### config.mk
export PLATFORM = sky130hd
export DESIGN_NAME = master_slave09_source
export DESIGN_NICKNAME = d
export VERILOG_FILES = /design/src/rtl/master_slave09_source.sv
export SDC_FILE = /design/constraint.sdc
export NUM_CORES = 1
export LEC_CHECK = 0
export CAP_MARGIN = 15
export CORE_MARGIN = 2
export CORE_UTILIZATION = 40
export DETAILED_ROUTE_END_ITERATION = 8
export GPL_TIMING_DRIVEN = 0
export PLACE_DENSITY_LB_ADDON = 0.08
export SYNTH_ARGS = -nofsm -noshare
export SYNTH_HDL_FRONTEND = slang
export SYNTH_SLANG_ARGS = --single-unit
### constraint.sdc
create_clock -name clk -period 4.6 [get_ports clk]
set_input_delay 0.92 -clock clk [delete_from_list [all_inputs] [get_ports clk]]
set_output_delay 0.92 -clock clk [all_outputs]
set_load 0.005 [all_outputs]
### src/rtl/master_slave09_source.sv
`default_nettype none
// +--------------------------------------------------------------------------+
// | master_slave09_source                                                    |
// | Sends an incrementing value to a slave-sync peer, checks the echo.       |
// | Rev 1.0                                                                  |
// +--------------------------------------------------------------------------+
module master_slave09_source #(
  parameter int                 LAT    = 1,
  parameter int                 GAP    = 2,
  parameter logic signed [31:0] OFFSET = 32'sd1,
  parameter logic signed [31:0] STEP   = 32'sd1
) (
  input  logic               clk,
  input  logic               rst,
  input  logic               en,
  input  logic               clr_err,
  input  logic signed [31:0] sh_in,
  output logic signed [31:0] s_out,
  output logic               s_out_sync,
  output logic               busy,
  output logic               err,
  output logic [15:0]        match_cnt
);

  typedef enum logic [1:0] {
    S_IDLE = 2'd0,
    S_SEND = 2'd1,
    S_WAIT = 2'd2,
    S_GAP  = 2'd3
  } state_t;

  localparam logic [3:0] c_LAT_M1 = 4'(LAT - 1);
  localparam logic [3:0] c_GAP_M1 = (GAP > 0) ? 4'(GAP - 1) : 4'd0;
  localparam bit         c_HAS_GAP = (GAP > 0);

  state_t             r_state;
  logic [3:0]         r_cnt;
  logic signed [31:0] r_val;
  logic signed [31:0] r_s_out;
  logic               r_sync;
  logic               r_err;
  logic [15:0]        r_match_cnt;
  logic signed [31:0] w_expect;
  logic               w_match;

  assign w_expect = r_s_out + OFFSET;
  assign w_match  = (sh_in == w_expect);

  always_ff @(posedge clk) begin
    if (!rst) begin
      r_state     <= S_IDLE;
      r_cnt       <= 4'd0;
      r_val       <= 32'sd0;
      r_s_out     <= 32'sd0;
      r_sync      <= 1'b0;
      r_err       <= 1'b0;
      r_match_cnt <= 16'd0;
    end else begin
      r_sync <= 1'b0;
      // A mismatch later in this block overrides the clear.
      if (clr_err)
        r_err <= 1'b0;
      case (r_state)
        S_IDLE: begin
          if (en) begin
            r_state <= S_SEND;
            r_sync  <= 1'b1;
            r_s_out <= r_val;
          end
        end
        S_SEND: begin
          r_state <= S_WAIT;
          r_cnt   <= c_LAT_M1;
        end
        S_WAIT: begin
          if (r_cnt == 4'd0) begin
            if (w_match) begin
              if (r_match_cnt != 16'hFFFF)
                r_match_cnt <= r_match_cnt + 16'd1;
            end else begin
              r_err <= 1'b1;
            end
            r_val <= r_val + STEP;
            if (c_HAS_GAP) begin
              r_state <= S_GAP;
              r_cnt   <= c_GAP_M1;
            end else begin
              r_state <= S_IDLE;
            end
          end else begin
            r_cnt <= r_cnt - 4'd1;
          end
        end
        S_GAP: begin
          if (r_cnt == 4'd0)
            r_state <= S_IDLE;
          else
            r_cnt <= r_cnt - 4'd1;
        end
        default: r_state <= S_IDLE;
      endcase
    end
  end

  assign s_out      = r_s_out;
  assign s_out_sync = r_sync;
  assign busy       = (r_state != S_IDLE);
  assign err        = r_err;
  assign match_cnt  = r_match_cnt;

endmodule
`default_nettype wire
# Yosys cells after proc, flatten, opt, wreduce, memory -nomap -nowiden
# Index checks and enable logic that the tools add are counted.
# word_totals
register_bits,88
inputBits,36
output_inout_bits,51
wordCells,42
# classes
n_reduce_logical,10
eq_ne,9
add_sub_neg,4
mux,12
# ops
op,count
32-bit by 2-bit adder with 32-bit output (second input constant),2
32-bit equality test,1
16-bit by 1-bit adder with 16-bit output (second input constant),1
16-bit != test (second input constant),1
4-bit case mux with 3 select lines,1
4-bit 2-to-1 mux,2
2-bit != test (second input constant),4
2-bit case mux with 4 select lines,1
2-bit AND reduction,4
2-bit 2-to-1 mux,3
1-bit 2-to-1 mux,5
2-bit equality test (second input constant),2
4-bit logical NOT,1
4-bit AND reduction,1
4-bit by 1-bit subtractor with 4-bit output (second input constant),1
3-bit AND reduction,1
3-bit nonzero test,1
2-bit by 1-bit equality test with 1-bit output (second input constant),1
2-bit logical NOT,1
2-bit nonzero test,1

# Depth between registers and ports, before layout
# Gate-level depths: netlist of run 1.
# depth
depth_word,5
ltp_mapped,13
mapped_depth_nobuf,10

# Worst setup path before layout of run 1
# OpenSTA, ideal clock, no wires.
# synth_path
path_kind,register to register
start,register r_s_out[8] (netlist: s_out[8])
end,register r_match_cnt[10] (netlist: match_cnt[10])
t_arrival_ps,3200
t_required_ps,4468
path_buffers,4
setup_ps,132
synth_period_minus_slack_ps,3332
path_stages_with_launch,13
setup_slack_ps,1268
cell_sequence,dfxtp_1 -> buf_2 -> nand4_4 -> or4_4 -> o21a_1 -> or3_1 -> a21bo_1 -> or4_1 -> buf_2 -> buf_6 -> clkbuf_1 -> o31ai_1 -> a21oi_1
# synth_via
elab_chain_cells,3
# synth_rtl
item,line_no,source
from (decl),39,logic signed [31:0] r_s_out;
from (signal assigned),68,r_s_out <= r_val;
32-bit by 2-bit adder with 32-bit output,46,assign w_expect = r_s_out + OFFSET;
32-bit equality test,47,assign w_match = (sh_in == w_expect);
4-bit AND reduction (no line),--,
to (signal assigned),79,r_match_cnt <= r_match_cnt + 16'd1;
to (decl),42,logic [15:0] r_match_cnt;
# Every way passes these cells.
# A chain may end at the register's enable or synchronous reset.

# Final worst setup path of run 1
# layout_path
start,register r_s_out[0] (netlist: s_out[0])
end,register r_match_cnt[10] (netlist: match_cnt[10])
# Same word-level chain as after synthesis.

==> results.md, run 1 <==
- Largest family of logic cells by synthesized area: simple AND/OR/NAND/NOR gates
- Reg2reg end: match_cnt[10]
- Row count: 40
- Slew headroom: roughly half
- Largest net degree at the start of global routing: 15
- DRT Pass-1 Iters: 5
- FFs w/ async S/R, synth: 0%
- Pwr Density: around 290 nW/µm²
- Flops & latches, synth: 88
- Most common cell after layout, fill and taps aside: nand2_1
- Crit path capture type: flop
- Startpoint type of the worst setup path: flop
- Top Ports: between 80 and 90
- Avg Inst Size Synth: 7.873 µm²
- Die X-Extent: between 100 and 150 µm
- Total track usage: between 20 and 25%
- Overflow after GRT: 0
- Register area share after synthesis: between 30% and 40%
- WL per Instance: roughly 16 µm
- Final Max Tran Viols: 0
- Setup WS pre-CTS: roughly 0.25 ns
- P_leak: about 2.1 nW
- Mapped Cells: around 640
- Initial antenna violation count: 0
- Crit path launch: s_out[0]
- Synth warn: 0
- Nets: 780
- Number of cells upsized or downsized after cts: 0
- Cell variety after synth: between 50 and 60
- Via-to-Cell Ratio: ~5.5
- Die Y: approximately 120 µm
- Clock Skews: 0.004332 ns
- Post-Synth Adder-Cell Area: 2.238%
- Routed Antenna Nets: 0
- Hold Crit Class: reg -> reg
- F_max: 0.2323 GHz
- CP Data Required Time: 4.81 ns
- Max cap viols: 0
- Initial Util: around 41%
- RSZ-0062 raised after global routing: no
- Routability Congestion: about 0.9
- Power Total: roughly 1.8 mW
- Area of the multi-input gates: 3094 µm²
- Simple-gate share of the synthesized area: between 30% and 40%
- Reg-to-Reg Start: s_out[0]
- Critical setup path kind: reg -> reg
- Core area: between 10,000 and 15,000 µm²
- WP data arrival: around 4.5 ns
- FF+latch area: 1762 µm²
- EDFF count, synth: 0
- Least-Margin Pin Slew: about 0.74 ns
- DP HPWL: 11,310 µm
- Vias in the first global route: 4,489
- Latest clock arrival within the worst-skew pair: ~0.35 ns
- Status: finished, final reports clean
- VDD IR max: between 0.2 and 0.25 mV
- Most frequent cells in the layout: nand2_1 (100), dfxtp_1 (88), clkdlybuf4s50_1 (85)
- Syn_nets: 684
- CTS root buffer: clkbuf_16
- CP Max Fanout: 10
- H-tree Lvls: 3
- Synth Area in Compound Gates: between 10% and 20%
- Setup ws final: slightly below 0.3 ns
- Die area: about 13,000 µm²
- Final period util: 93.59%
- Fin. Hold Viols: 0
- Setup bufs post-CTS: 0
- Number of clock sinks: 88
- Worst Reg2Reg Path Length in Cells: 11
- TNS Setup: 0 ns
- Post-synth top flop: dfxtp_1
- Share of post-route cells with drive strength above 1: 4.189%
- Remaining routing DRC violations: 0
- Final critical-path required period: around 4.3 ns
- Drt first-iter violations: approximately 420
- Multiplexer area fraction after synthesis: ~1.2%
- DRT Wirelength: between 10,000 and 15,000 µm
- Fraction of synthesized cell area in xor and xnor cells: between 10% and 20%
- CTS Buf Count: 9
- Input/output buffers: 85
- Reg2Reg Setup Slack: between 0.2 and 0.3 ns
- TritonCTS clock tree: done
- First-pass GRT wire length: about 23,000 µm
- Area delta synth->final: 27.01%
- CP Capture Point: match_cnt[10]
- Cts hold-fix bufs: 0
- Clk pin slew, worst setup/hold paths: about 0.06 ns
- Fill count: approximately 1.2k
- Via count: about 5.0k
- Maximum clock path buffer count: 2
- Synth Cell Area: ~5000 µm²
- Setup violations, final: 0
- Inserted Diodes: 0
==> sequential cells by signal, indices dropped and copies added (netlist names) <==
register and count:
err 1, match_cnt 16, r_cnt 4, r_state 2
r_val 32, s_out 32, s_out_sync 1
==> metrics by stage <==
stage,instance area (µm²),std cells,hold slack (ns),utilization [%]
floorplan,5031,639,0.4436,-
global placement,6092,892,0.4622,50.09
detailed placement,6092,892,0.4711,50.09
CTS,6390,908,0.4869,52.54
global route,6390,908,0.5130,52.54
finish,6390,908,0.4837,52.54
==> report_power, final <==
group / internal, mW / switching (mW) / total [mW] / leakage [nW]
logic: 0.129 / 0.181 / 0.310 / 1.28
clock network: 0.432 / 0.297 / 0.729 / 0.152
registers: 0.785 / 0.0191 / 0.804 / 0.710
==> cells by family after synthesis <==
| logic type | after synthesis |
|---|---|
| AOI/OAI and AO/OA | 116 |
| xor gates and xnor gates | 65 |
| and+or+nand+nor | 312 |
| adders and majority gates | 9 |
| buffers and inverters | 43 |
| muxes | 6 |
| DFF | 88 |
==> per-layer routing <==
layer / share of wire (%) / track usage (%)
met2: 45 / 34.00
met4: 1.7 / 7.381
met3: 5.3 / 4.567
met5: 0 / 0
met1: 48 / 30.96
==> worst max-delay path, cell delays in order (launching register included) <==
cell and delay [ns]:
dfxtp_1 0.50, ha_1 0.42, nand2_1 0.22, nor4_2 0.59, a31oi_1 0.14, or4b_1 0.57
or4_1 0.44, a21o_1 0.31, clkbuf_1 0.27, clkbuf_1 0.30, o31ai_1 0.31, a21oi_1 0.09
==> cell type report <==
type | instances | share of cell area [%]
Tap cell | 168 | 3.290
Sequential cell | 88 | 27.57
Inverter | 14 | 0.8224
Buffer | 29 | 1.919
Clock inverter | 6 | 0.9203
Multi-Input combinational cell | 508 | 48.42
Clock buffer | 10 | 3.740
Timing Repair Buffer | 85 | 13.32
==> synth_stat cells (all sizes together), types with 2 or more instances <==
cell type    n  share of area (%)
nor4        11                1.5
o22ai        2               0.25
nor2b        3               0.37
a41o         2               0.40
nor4b        3               0.52
or2          3               0.37
nand2      100                7.5
nand2b       5               0.62
nor3        15                1.5
a21oi       58                5.8
a21o         3               0.45
buf          5               0.62
a211oi       5               0.75
nand3       33                3.3
a31o         2               0.35
ha           9                2.2
o21a         2               0.30
mux2i        6                1.2
and3        16                2.0
o31ai       14                2.1
xnor2       28                4.9
nand4b       2               0.35
a31oi        3               0.37
or4         15                2.3
nor3b        4               0.60
nand3b       2               0.30
and2        11                1.4
o21ai       12                1.2
or3          9                1.1
xor2        37                6.4
inv         14                1.0
nand4       21                2.9
clkbuf      24                1.8
and4        10                1.7
nor2        45                3.4
dfxtp       88                 35
o211ai       2               0.30
==> worst min path at each step <==
stage / start / to / cells after the start
3_5_place_dp: err / err / 2
3_3_place_gp: err / err / 2
5_1_grt: r_val[31] / s_out[31] / 2
6_report: r_val[29] / s_out[29] / 2
2_1_floorplan: r_val[31] / s_out[31] / 2
4_1_cts: r_val[29] / s_out[29] / 2
No activity file was read; power rests on OpenSTA's default activity.
==> inputs of run 2 (changes only) <==
Settings changed: CTS_BUF_LIST set to sky130_fd_sc_hd__clkbuf_8, HOLD_SLACK_MARGIN set to 0.05.
==> run 2 against run 1 <==
Combinational power about the same. Worst setup slack better by 0.0061 ns. Routed wire length shrank 0.56%. Global-route usage shrank 0.17 points. Sequential power about the same. Critical path type unchanged. Cell count is the same. Largest cell class unchanged. Largest power group unchanged. Sequential cell count unchanged. Final area down 1.6%. Sequential share of layout area up 0.44 points. Via count is 0.50% lower. Clock power decreased by 26%. Utilization is 0.83 points lower.
==> results.md, run 2 (synthesis gave the netlist of run 1 again) <==
- Status: finished, final reports clean
- Die area: 13,490 µm² (unchanged)
- F_max: 0.2326 GHz (+0.14%)
- Most frequent cells in the layout: nand2_1 (100), dfxtp_1 (88), clkdlybuf4s50_1 (85)
- Crit path capture type: flop
- Least-Margin Pin Slew: 0.6900 ns (-0.04858 ns)
- Latest clock arrival within the worst-skew pair: 0.37 ns (+0.02 ns)
- Die X-Extent: 116.2 µm (unchanged)
- Input/output buffers: 85 (unchanged)
- Area post-placement: 6092 µm² (unchanged)
- Pwr Density: 262.1 nW/µm² (-9.1%)
- Buf/Inv on CP: 2 (unchanged)
- Clock Skews: 0.01061 ns (+0.006278 ns)
- Startpoint type of the worst setup path: flop
- Remaining routing DRC violations: 0 (unchanged)
- Via count: 4,950 (-0.50%)
- Routability Congestion: 0.8990 (unchanged)
- Most common cell after layout, fill and taps aside: nand2_1
- H-tree Lvls: 3 (unchanged)
- Initial antenna violation count: 0 (unchanged)
- Crit-path max cell delay: 0.58 ns (about the same)
- Setup violations, final: 0 (unchanged)
- Slew headroom: 53.62% (+3.2 points)
- Final period util: 93.46% (-0.13 points)
- RSZ-0062 raised after global routing: no
- CTS root buffer: clkbuf_8
- Maximum clock path buffer count: 2 (unchanged)
- Slowest-stage cell, CP: nor4_2
- Row count: 40 (unchanged)
- First-pass GRT wire length: 22,780 µm (-0.60%)
- Clk pin slew, worst setup/hold paths: 0.09 ns (+0.03 ns)
- Cts hold-fix bufs: 0 (unchanged)
- Initial Util: 41.37% (unchanged)
- Core area: 12,160 µm² (unchanged)
- Inserted Diodes: 0 (unchanged)
- Crit-path most repeated cell: clkbuf_1
- Overflow after GRT: 0 (unchanged)
- Die Y: 116.2 µm (unchanged)
- Finished Cell Area: 6289 µm² (-1.6%)
- CP top delay family: simple AND/OR/NAND/NOR gates
- Total track usage: 21.90% (-0.17 points)
- DRT Wirelength: 14,650 µm (-0.56%)
- Max cap viols: 0 (unchanged)
- Nets: 780 (unchanged)
- CP Data Required Time: 4.83 ns (+0.02 ns)
- WP data arrival: 4.53 ns (about the same)
- Final critical-path required period: 4.299 ns (-0.006057 ns)
- DP HPWL: 11,310 µm (unchanged)
- Fin. Hold Viols: 0 (unchanged)
- Area delta synth->final: 24.99%
- Critical setup path kind: reg -> reg
- Share of post-route cells with drive strength above 1: 4.189% (unchanged)
- DRT Pass-1 Iters: 5 (unchanged)
- Via-to-Cell Ratio: 5.452 (-0.50%)
- Top Ports: 87 (unchanged)
- WL per Instance: 16.14 µm (-0.56%)
- Largest net degree at the start of global routing: 15 (unchanged)
- Routed Antenna Nets: 0 (unchanged)
- Number of cells upsized or downsized after cts: 0 (unchanged)
- Final Max Tran Viols: 0 (unchanged)
- CTS Buf Count: 9 (unchanged)
- TNS Setup: 0 ns (unchanged)
- Crit-path cells: ha_1 > nand2_1 > nor4_2 > a31oi_1 > or4b_1 > or4_1 > a21o_1 > clkbuf_1 > clkbuf_1 > o31ai_1 > a21oi_1
- VDD IR max: 0.2059 mV (-11%)
- Hold Crit Class: reg -> reg
- Vias in the first global route: 4,478 (-0.25%)
- P_leak: 2.097 nW (-2.2%)
- Setup bufs post-CTS: 0 (unchanged)
- CP Max Fanout: 10 (unchanged)
- TritonCTS clock tree: done
- Drt first-iter violations: 413 (-1.9%)
- Number of clock sinks: 88 (unchanged)
-- run 2: cell counts in the layout (fill, tap and decap cells not counted) --
Identical to the previous run, type by type.
-- run 2: worst min-delay path: cells and delay by family (launching register included) --
kind / cells / cell delay (ns)
compound gates: 1 / 0.06
flops: 1 / 0.32
simple gates: 1 / 0.06
-- run 2: power breakdown --
group          internal, mW  leakage [nW]  switching (mW)  total [mW]
registers             0.784         0.710          0.0189       0.803
logic                 0.129          1.28           0.181       0.309
clock network         0.263         0.106           0.273       0.536
total                  1.18          2.10           0.473        1.65
-- run 2: stage by stage --
step / power (mW) / hold slack, ns / setup WS [ns] / util (%) / instances
2_1_floorplan: 1.020 / 0.4436 / 1.268 / - / 639
3_3_place_gp: 1.121 / 0.4622 / 0.2139 / 50.09 / 892
3_5_place_dp: 1.130 / 0.4711 / 0.2533 / 50.09 / 892
4_1_cts: 1.670 / 0.4857 / 0.3503 / 51.71 / 908
5_1_grt: 1.739 / 0.5103 / 0.03731 / 51.71 / 908
6_report: 1.648 / 0.4812 / 0.3008 / 51.71 / 908
-- run 2: path summary, 6_finish.rpt --
kind,cells after the start,to,slack [ns],from
worst min-delay path,2,err,0.48,err
worst min register to register,2,err,0.48,err
worst max register to register,11,match_cnt[10],0.30,s_out[0]
worst max-delay path,11,match_cnt[10],0.30,s_out[0]
-- run 2: area by class of cell --
class / instances / area (µm²)
plain buffers: 29 / 122.6
clock buffers: 10 / 137.6
clock inverters: 6 / 58.81
fillers: 1256 / 5873
inverters: 14 / 52.55
multi-input cells: 508 / 3094
flip-flops and latches: 88 / 1762
well taps: 168 / 210.2
repair buffers: 85 / 850.8
-- run 2: per-layer routing --
metal  vias to the layer above  track usage [%]  share of wire [%]
met4                         0            6.905                1.7
met3                        22            4.567                5.7
met2                       147            33.57                 44
li1                       2493                -                  -
met1                      2288            31.00                 48
met5                         -                0                  0
